## config.mk

```make
export PLATFORM = sky130hd
export DESIGN_NAME = timer_display_scan
export DESIGN_NICKNAME = d
export VERILOG_FILES = /design/src/rtl/timer_disp_pkg.sv /design/src/rtl/seg7_bcd_decode.sv /design/src/rtl/timer_display_scan.sv
export SDC_FILE = /design/constraint.sdc
export NUM_CORES = 1
export LEC_CHECK = 0
export ABC_CLOCK_PERIOD_IN_PS = 3200
export CORE_MARGIN = 2
export CORE_UTILIZATION = 45
export DETAILED_ROUTE_END_ITERATION = 8
export PLACE_DENSITY = 0.72
export SLEW_MARGIN = 20
export SYNTH_ARGS = -nofsm -noshare
export SYNTH_HDL_FRONTEND = slang
export SYNTH_HIERARCHICAL = 1
export SYNTH_SLANG_ARGS = --single-unit
```

## constraint.sdc

```tcl
create_clock -name CLK -period 3.2 [get_ports CLK]
set_input_delay 0.64 -clock CLK [delete_from_list [all_inputs] [get_ports CLK]]
set_output_delay 0.64 -clock CLK [all_outputs]
set_load 0.005 [all_outputs]
```

## src/rtl/timer_disp_pkg.sv

```systemverilog
// Shared constants for the two-digit seven-segment scan driver.
// Segment patterns are {g,f,e,d,c,b,a}, active-low.
package timer_disp_pkg;

    localparam logic [6:0] SEG_BLANK = 7'h7F;
    localparam logic [6:0] SEG_DASH  = 7'h3F;

    typedef enum logic {
        UNITS = 1'b0,
        TENS  = 1'b1
    } digit_idx_e;

    // Codes 10..15 are not BCD and render as a dash.
    localparam logic [6:0] SEG_TABLE [16] = '{
        7'h40, 7'h79, 7'h24, 7'h30, 7'h19, 7'h12, 7'h02, 7'h78,
        7'h00, 7'h10, SEG_DASH, SEG_DASH, SEG_DASH, SEG_DASH, SEG_DASH, SEG_DASH
    };

endpackage

```

## src/rtl/seg7_bcd_decode.sv

```systemverilog
// Combinational BCD to active-low seven-segment decode.
// Zero latency; no flow control.
module seg7_bcd_decode
    import timer_disp_pkg::*;
(
    input  logic [3:0] i_bcd,
    output logic [6:0] o_seg
);

    assign o_seg = SEG_TABLE[i_bcd];

endmodule

```

## src/rtl/timer_display_scan.sv

```systemverilog
// Two-digit multiplexed seven-segment driver with frame snapshot, blanking and blinking overtime flag.
// Outputs registered; a digit appears two cycles after its slot tick; no backpressure.
module timer_display_scan
    import timer_disp_pkg::*;
#(
    parameter int SCAN_DIV  = 25000,
    parameter int BLINK_DIV = 12500000,
    parameter bit LZB       = 1'b1
) (
    input  logic       CLK,
    input  logic       RST,
    input  logic       Display_En,
    input  logic [3:0] TimerH,
    input  logic [3:0] TimerL,
    input  logic       Time_Over,
    output logic [6:0] Seg,
    output logic       DP,
    output logic [1:0] Dig_Sel,
    output logic       Overtime_Flag
);

    localparam int SW = (SCAN_DIV  > 1) ? $clog2(SCAN_DIV)  : 1;
    localparam int BW = (BLINK_DIV > 1) ? $clog2(BLINK_DIV) : 1;
    localparam logic [SW-1:0] SCAN_LAST  = SW'(SCAN_DIV - 1);
    localparam logic [BW-1:0] BLINK_LAST = BW'(BLINK_DIV - 1);

    logic [SW-1:0] r_scan_cnt;
    digit_idx_e    r_idx;
    logic [3:0]    r_snap_h;
    logic [3:0]    r_snap_l;
    logic          r_to_prev;
    logic          r_flag;
    logic          r_phase;
    logic [BW-1:0] r_blink_cnt;
    logic [6:0]    r_seg;
    logic [1:0]    r_dig;

    logic          w_tick;
    logic          w_rise;
    logic          w_flag_nxt;
    logic          w_phase_nxt;
    logic [BW-1:0] w_blink_nxt;
    logic [3:0]    w_cur_bcd;
    logic [6:0]    w_dec_seg;
    logic [6:0]    w_seg_nxt;
    logic [1:0]    w_dig_nxt;

    assign w_tick    = (r_scan_cnt == SCAN_LAST);
    assign w_rise    = Time_Over & ~r_to_prev;
    assign w_cur_bcd = (r_idx == TENS) ? r_snap_h : r_snap_l;

    seg7_bcd_decode u_dec (
        .i_bcd (w_cur_bcd),
        .o_seg (w_dec_seg)
    );

    // Clear has priority over a simultaneous rising edge.
    always_comb begin
        w_flag_nxt  = r_flag;
        w_phase_nxt = r_phase;
        w_blink_nxt = r_blink_cnt;
        if (!Display_En) begin
            w_flag_nxt  = 1'b0;
            w_phase_nxt = 1'b0;
            w_blink_nxt = '0;
        end else if (!r_flag) begin
            if (w_rise) begin
                w_flag_nxt  = 1'b1;
                w_phase_nxt = 1'b1;
                w_blink_nxt = '0;
            end
        end else if (r_blink_cnt == BLINK_LAST) begin
            w_blink_nxt = '0;
            w_phase_nxt = ~r_phase;
        end else begin
            w_blink_nxt = r_blink_cnt + 1'b1;
        end
    end

    // Blink gating uses next-state so the dark phase lines up with the flag register.
    always_comb begin
        w_seg_nxt = SEG_BLANK;
        w_dig_nxt = 2'b11;
        if (Display_En && !w_tick) begin
            if (r_idx == TENS && LZB && r_snap_h == 4'd0) begin
                w_seg_nxt = SEG_BLANK;
            end else begin
                w_seg_nxt = w_dec_seg;
            end
            if (!w_flag_nxt || w_phase_nxt) begin
                w_dig_nxt = (r_idx == TENS) ? 2'b01 : 2'b10;
            end
        end
    end

    always_ff @(posedge CLK or posedge RST) begin
        if (RST) begin
            r_scan_cnt  <= '0;
            r_idx       <= UNITS;
            r_snap_h    <= 4'd0;
            r_snap_l    <= 4'd0;
            r_to_prev   <= 1'b0;
            r_flag      <= 1'b0;
            r_phase     <= 1'b0;
            r_blink_cnt <= '0;
            r_seg       <= SEG_BLANK;
            r_dig       <= 2'b11;
        end else begin
            r_scan_cnt <= w_tick ? '0 : r_scan_cnt + 1'b1;
            if (w_tick) begin
                r_idx <= (r_idx == TENS) ? UNITS : TENS;
                if (r_idx == TENS) begin
                    r_snap_h <= TimerH;
                    r_snap_l <= TimerL;
                end
            end
            r_to_prev   <= Time_Over;
            r_flag      <= w_flag_nxt;
            r_phase     <= w_phase_nxt;
            r_blink_cnt <= w_blink_nxt;
            r_seg       <= w_seg_nxt;
            r_dig       <= w_dig_nxt;
        end
    end

    assign Seg           = r_seg;
    assign Dig_Sel       = r_dig;
    assign Overtime_Flag = r_flag;
    assign DP            = 1'b1;

endmodule
```

# Word-level counts from Yosys, hierarchy flattened
# Memory sizes are Yosys's and may differ from the RTL's.
# Index checks and enable logic that the tools add are counted.
# totals
regBits	60
latch_bits	0
ramBits	0
romBits	112
input_bits	12
output_inout_bits	11
wordCells	49
n_memories	1
# classes
add_sub_neg	2
multipliers	0
div_mod_pow	0
magnitude_cmp	1
n_eq_ne	3
shift	0
n_mux	21
bitwise_logic	4
n_reduce_logical	7
# mem_list
memory	words	width	rd	rd_ports_with_merged_regs	write_ports	line_no	source
(no name shown)	16	7	1	0	0	seg7_bcd_decode.sv:10	assign o_seg = SEG_TABLE[i_bcd];
# op_table
operator	count
24-bit two-way mux	4
7-bit two-way mux	4
24-bit by 1-bit adder with 24-bit output (second input constant)	1
24-bit == test (second input constant)	1
15-bit by 1-bit adder with 15-bit output (second input constant)	1
15-bit == test (second input constant)	1
15-bit two-way mux	1
1-bit two-way mux	8
2-bit two-way mux	3
5-bit greater-or-equal comparator (second input constant)	1
4-bit inverter with 5-bit output	1
4-bit logical NOT	1
4-bit two-way mux	1
3-bit by 1-bit != test with 1-bit output (second input constant)	1
1-bit logical AND	2
1-bit logical NOT	2
1-bit inverter	2
2-bit AND reduction	1
1-bit bitwise AND	1
1-bit logical OR	1

# Logic depth before layout (Yosys ltp)
# Gate-level depths: netlist of the first run.
# depth
word_depth	9
ltp_mapped	8
depth_no_buf	7

# Cells and area by module
# Netlist of the first run, hierarchy kept.
# by_module_without_submodules
module	n_inst	cells_per_inst	area_per_inst_um2	seq_area_each_um2
timer_display_scan	1	277	2884.0	1512.7
seg7_bcd_decode	1	33	205.2	0.0

# Worst setup path before layout of the first run
# Ideal clock, no wire load.
# synth_timing
path_type	reg-to-reg
startpoint	register r_blink_cnt[6]
endpoint	register r_blink_cnt[0]
setup_ns	0.125
arrival_time_ns	2.134
path_slack_ns	0.941
path_stages_with_launch	7
n_path_buf	2
synth_period_minus_slack_ns	2.259
path_cell_list	dfrtp_1 or4_1 or4_4 o21ba_1 buf_6 buf_8 mux2_2
# synth_between
elab_chain_len	4
# synth_lines
element	line_no	source
from (decl)	timer_display_scan.sv:34	logic [BW-1:0] r_blink_cnt;
from (signal assigned)	timer_display_scan.sv:120	r_blink_cnt <= w_blink_nxt;
24-bit == test	timer_display_scan.sv:72	end else if (r_blink_cnt == BLINK_LAST) begin
24-bit two-way mux	timer_display_scan.sv:72	
24-bit two-way mux	timer_display_scan.sv:66	end else if (!r_flag) begin
24-bit two-way mux	timer_display_scan.sv:62	if (!Display_En) begin
# No other way between the ends.
# A chain may end at the register's enable or synchronous reset.

# Worst setup path in the final report of the first run
# layout_timing
startpoint	register r_scan_cnt[10]
endpoint	register r_snap_l[2]
# layout_between
elab_chain_len	2
# layout_lines
element	line_no	source
from (decl)	timer_display_scan.sv:27	logic [SW-1:0] r_scan_cnt;
from (signal assigned)	timer_display_scan.sv:109	r_scan_cnt <= w_tick ? '0 : r_scan_cnt + 1'b1;
15-bit == test	timer_display_scan.sv:48	assign w_tick = (r_scan_cnt == SCAN_LAST);
2-bit AND reduction (no line)	--	
to (signal assigned)	timer_display_scan.sv:114	r_snap_l <= TimerL;
to (decl)	timer_display_scan.sv:30	logic [3:0] r_snap_l;
# No other way between the ends.

==> results.cfg, run 1 <==
[synth]
ys_warn_count = 6
yosysUniqueCellTypes = 44
synth.avg_cell_area_um2 = 9.965
ys_seq_area_frac = 0.4897
synth_edf_count = 0
synth.top_cell.area_share = 0.4131
yosysMostFrequentCell = dfrtp_1
synthCells = 310
synth_area_leaders = dfrtp_1 41%, dfstp_2 7.7%, mux2_2 4.7%, nand2_1 3.8%, nand3_1 3.2%
synth_seq_cells = 60
synthTopCellsByCount = 51 x dfrtp_1, 31 x nand2_1, 23 x nor2_1
yosysTopAreaCell = dfrtp_1
synthFlopType = dfrtp_1
synth_fp_nets = 329
async_reset_ff_frac = 1.000
synth_area_um2 = 3089

[drt]
wl_met2_um = 3017
viasPerCell = 5.464
wire_per_inst_um = 14.37
drtAntennaViolNets = 0
via_count = 2295
wl_met3_um = 229
drt-met1-wl_um = 2714
drc = 0
dr.pass1.iters = 6
drt-initial-drc-count = 98
top_layer_used = met4
wl_um = 6034

[final_layout]
fin_util = 0.5276
fillers = 615
synthToLayoutAreaGrowth_pct = 14.74
nets = 354
num_antenna_cells = 0
drive_gt1_frac = 0.1324

[grt]
grt_pass1_wl_um = 10230
track_usage = 0.1738
grt_max_degree = 39
antenna_found_initial = 0
grt-ovfl-total = 0
grt_pass1_vias = 2198

[floorplan]
rows = 30
die_w_um = 86.86
die-area_um2 = 7544
core_um2 = 6719
die_h_um = 86.86
io_pins = 23
initial_utilization = 0.4598

[clocking]
cts_root_buf = clkbuf_8
cts-resized-gates = 0
hold_buffers = 0
cts.reportedPaths.clkPinSlew_ns = 0.06
cts_setup_buffers = 0
cts_made_buffers = 9
htreeDepth = 3
cts_tree = built
clockBufferDepth = 2
insertion_delay_ns = 0.33
cts.sinks = 60

[sta]
min_period_over_period = 0.7665
finalHoldViolCount = 0
final_max_slew_viol_count = 0
finalSetupViolCount = 0
period_minus_slack_ns = 2.453
fin_skew_ns = 0.008619
tns_ns = 0
worst_slew_pin_slew_ns = 0.7253
max_freq_mhz = 407.7
rsz0062_at_grt = no
slew_headroom = 0.5157

[critical_path]
required_ns = 3.40
cp_max_fo = 9
crit_type = flip-flop to flip-flop
end_kind = flip-flop
critical-path-max-stage-delay_ns = 0.66
startpoint_type = flip-flop
crit_slowest_cell = or4b_2
arrival_ns = 2.66
cp_cell_sequence = or4b_2 -> nor4_1 -> buf_4 -> nand2_1 -> mux2_2

[worst_hold_path]
hp-class = flip-flop to flip-flop

[power]
peakVddDrop_mv = 0.2897
share_comb_of_total_power = 0.075
p_leak_nw = 1.521
p_sw_mw = 0.3361
powerDensity_nw_per_um2 = 427.0
finalPower_mw = 1.514
p_sw_frac = 0.2221
intPower_mw = 1.178
clock_power_share = 0.404
p_seq_frac = 0.521

[run_status]
status = completed

[placement]
hpwl_um = 4287
port_buffers = 21
place.gp.congestion = 0.8079

[flow_run]
cap_violations = 0
worst max-delay path: cells and delay by family, from the launching register on:
family / cells / cell delay [ns]
buffers and inverters: 1 / 0.26
flip-flops: 1 / 0.43
multiplexers: 1 / 0.35
AND/OR/NAND/NOR: 3 / 1.30
final timing paths:
path / startpoint / to / slack (ns) / cells after the start
min in group asynchronous: RST / r_blink_cnt[20] / 0.75 / 2
max in group asynchronous: RST / r_blink_cnt[2] / 1.78 / 3
worst min-delay path: r_scan_cnt[9] / r_scan_cnt[9] / 0.49 / 1
worst max register to register: r_scan_cnt[10] / r_snap_l[2] / 0.75 / 5
worst max-delay path: r_scan_cnt[10] / r_snap_l[2] / 0.75 / 5
worst min register to register: r_scan_cnt[9] / r_scan_cnt[9] / 0.49 / 1
metrics by stage:
stage	worst slack, ns	instances	area (um^2)	hold WS [ns]
after detailed placement	0.7560	404	3363	0.4748
final	0.7473	420	3545	0.4914
after global placement	0.8074	404	3363	0.4737
after global routing	0.5908	420	3545	0.5042
after floorplan	0.9411	310	3089	0.4525
after CTS	0.7439	420	3545	0.4957
metal layers:
| metal | up-vias | track usage |
|---|---|---|
| li1 | 1148 | - |
| met1 | 1088 | 0.2181 |
| met2 | 53 | 0.2922 |
| met3 | 6 | 0.03791 |
| met4 | 0 | 0.06676 |
| met5 | - | 0 |
layout make-up:
| cell class | instances | area, um^2 | share of cell area |
|---|---|---|---|
| Clock buffer | 15 | 176.4 | 0.04977 |
| Clock inverter | 1 | 5.005 | 0.001412 |
| Timing Repair Buffer | 26 | 260.3 | 0.07342 |
| Tap cell | 80 | 100.1 | 0.02824 |
| Multi-Input combinational cell | 230 | 1460 | 0.4119 |
| Sequential cell | 60 | 1513 | 0.4268 |
| Inverter | 8 | 30.03 | 0.008472 |
power groups by stage:
stage          Clock, mW  Combinational, mW  Sequential, mW
6_report           0.612              0.114           0.788
5_1_grt            0.665              0.128           0.790
4_1_cts            0.633              0.116           0.788
3_5_place_dp           0              0.116           0.801
3_3_place_gp           0              0.113           0.801
2_1_floorplan          0             0.0707           0.800
layout by cell type (no fill, tap or decap), drive strengths merged, types with 11 or more instances in the layout:
cell           instances
dfrtp                 51
nand2                 31
nor2                  23
clkdlybuf4s50         21
nand3                 20
o21ai                 17
a21oi                 16
clkbuf                15
mux2                  13
xor2                  11
a31oi                 11
sequential cells by signal (all words and copies together) (netlist names):
name,cells
r_blink_cnt,24
r_snap_h,4
r_snap_l,4
r_scan_cnt,15
r_idx,1
Overtime_Flag,1
Dig_Sel,2
r_to_prev,1
Seg,7
r_phase,1
logic make-up (layout without fill, tap and decap cells):
kind of cell / count (synthesis) / count (layout) / synth area share
fa+ha+maj: 7 / 7 / 0.02835
compound gates: 56 / 56 / 0.1106
xor+xnor: 18 / 18 / 0.05103
mux: 14 / 14 / 0.05063
buf+inv: 20 / 50 / 0.03766
flops: 60 / 60 / 0.4897
simple gates: 134 / 134 / 0.2309
other cells: 1 / 1 / 0.001214
No activity file was read; power rests on OpenSTA's default activity.
==> run 2: changes to the inputs <==
Settings changed: ABC_CLOCK_PERIOD_IN_PS 3200 to 2310.
Clock period 3.2 ns to 2.31 ns, I/O delays scaled along.
==> results.cfg, run 2 (synthesized netlist as in run 1, its figures left out) <==
[final_layout]
layout.cells.non_filler = 430
fin_util = 0.5441
final_cell_mix = 51 x dfrtp_1, 30 x nand2_1, 23 x nor2_1
drive_gt1_frac = 0.1657
num_antenna_cells = 0
largest_register_ffs = 24
layout_commonest_cell = dfrtp_1
synthToLayoutAreaGrowth_pct = 18.35
nets = 364
top_register = r_blink_cnt
fin_area_um2 = 3656

[power]
share_comb_of_total_power = 0.074
peakVddDrop_mv = 0.4238
intPower_mw = 1.713
clock_power_share = 0.431
p_seq_frac = 0.495
p_leak_nw = 1.588
p_sw_frac = 0.2223
powerDensity_nw_per_um2 = 602.4
finalPower_mw = 2.202
p_sw_mw = 0.4896

[placement]
place.gp.congestion = 0.8035
place_inst = 414
place_ws_ns = 0.1009
hpwl_um = 4119
port_buffers = 21
post_dp_cell_area_um2 = 3451

[clocking]
hold_buffers = 0
cts_tree = built
cts.sinks = 60
cts.reportedPaths.clkPinSlew_ns = 0.06
insertion_delay_ns = 0.34
clockBufferDepth = 2
cts_made_buffers = 9
cts_root_buf = clkbuf_8
htreeDepth = 3

[sta]
rsz0062_at_grt = no
finalHoldViolCount = 0
worst_slew_pin_slew_ns = 0.5062
tns_ns = 0
max_freq_mhz = 453.4
slew_headroom = 0.6594
setup_ws_ns = 0.1045
final_max_slew_viol_count = 0
period_minus_slack_ns = 2.205
whs_ns = 0.4812
finalSetupViolCount = 0
fin_skew_ns = 0.008024
min_period_over_period = 0.9548

[drt]
drtAntennaViolNets = 0
dr.pass1.iters = 4
via_count = 2341
wl_um = 5953
top_layer_used = met4
drt-initial-drc-count = 148
wl_met2_um = 2868
wire_per_inst_um = 13.84
drc = 0
viasPerCell = 5.444
wl_met3_um = 252
drt-met1-wl_um = 2741

[critical_path]
crit_type = flip-flop to flip-flop
arrival_ns = 2.42
required_ns = 2.53
r2r_setup_slack_ns = 0.10
end_kind = flip-flop
startpoint_type = flip-flop
cp_max_fo = 38

[floorplan]
core_um2 = 6719
io_pins = 23
die_h_um = 86.86
initial_utilization = 0.4598
die_w_um = 86.86
die-area_um2 = 7544
rows = 30

[flow_run]
cap_violations = 0

[grt]
grt_pass1_vias = 2223
track_usage = 0.1762
antenna_found_initial = 0
grt-ovfl-total = 0
grt_pass1_wl_um = 10360
grt_max_degree = 61

[run_status]
status = completed

[worst_hold_path]
hp-class = flip-flop to flip-flop
==> run 2: path summary, 6_finish.rpt <==
check	start	endpoint	cells past startpoint
max	r_blink_cnt[6]	r_blink_cnt[0]	5
min	r_scan_cnt[0]	r_scan_cnt[0]	1
max reg2reg	r_blink_cnt[6]	r_blink_cnt[0]	5
min reg2reg	r_scan_cnt[0]	r_scan_cnt[0]	1
max in group asynchronous	RST	Dig_Sel[0]	3
min in group asynchronous	RST	r_blink_cnt[21]	3
==> run 2: final cells by class <==
class                   count  area, um^2
clock buffers              12       155.1
multi-input cells         230        1463
fillers                   598        3063
flip-flops and latches     60        1513
repair buffers             36       347.8
well taps                  80       100.1
clock inverters             4       47.55
inverters                   8       30.03
==> run 2: worst max-delay path, stage by stage, from the launching register on <==
cell and delay (ns):
dfrtp_1 0.38, or4_1 0.51, or4_4 0.53, o21ba_1 0.23
buf_12 0.17, mux2_2 0.27
==> run 2: metal layers <==
layer / vias to the layer above / GRT usage
met2: 47 / 0.2797
met4: 0 / 0.05966
met5: - / 0
li1: 1167 / -
met1: 1116 / 0.2276
met3: 11 / 0.05687
==> run 2: power groups by stage <==
stage	Combinational, mW	Clock [mW]	Sequential, mW
3_3_place_gp	0.162	0	1.11
5_1_grt	0.183	1.03	1.09
4_1_cts	0.166	0.976	1.09
2_1_floorplan	0.0979	0	1.11
3_5_place_dp	0.165	0	1.11
6_report	0.163	0.948	1.09
==> run 2: timing repair <==
item	CTS	global route
resized for setup	0	1
setup buffers	0	0
endpoints found under the setup margin	0	4
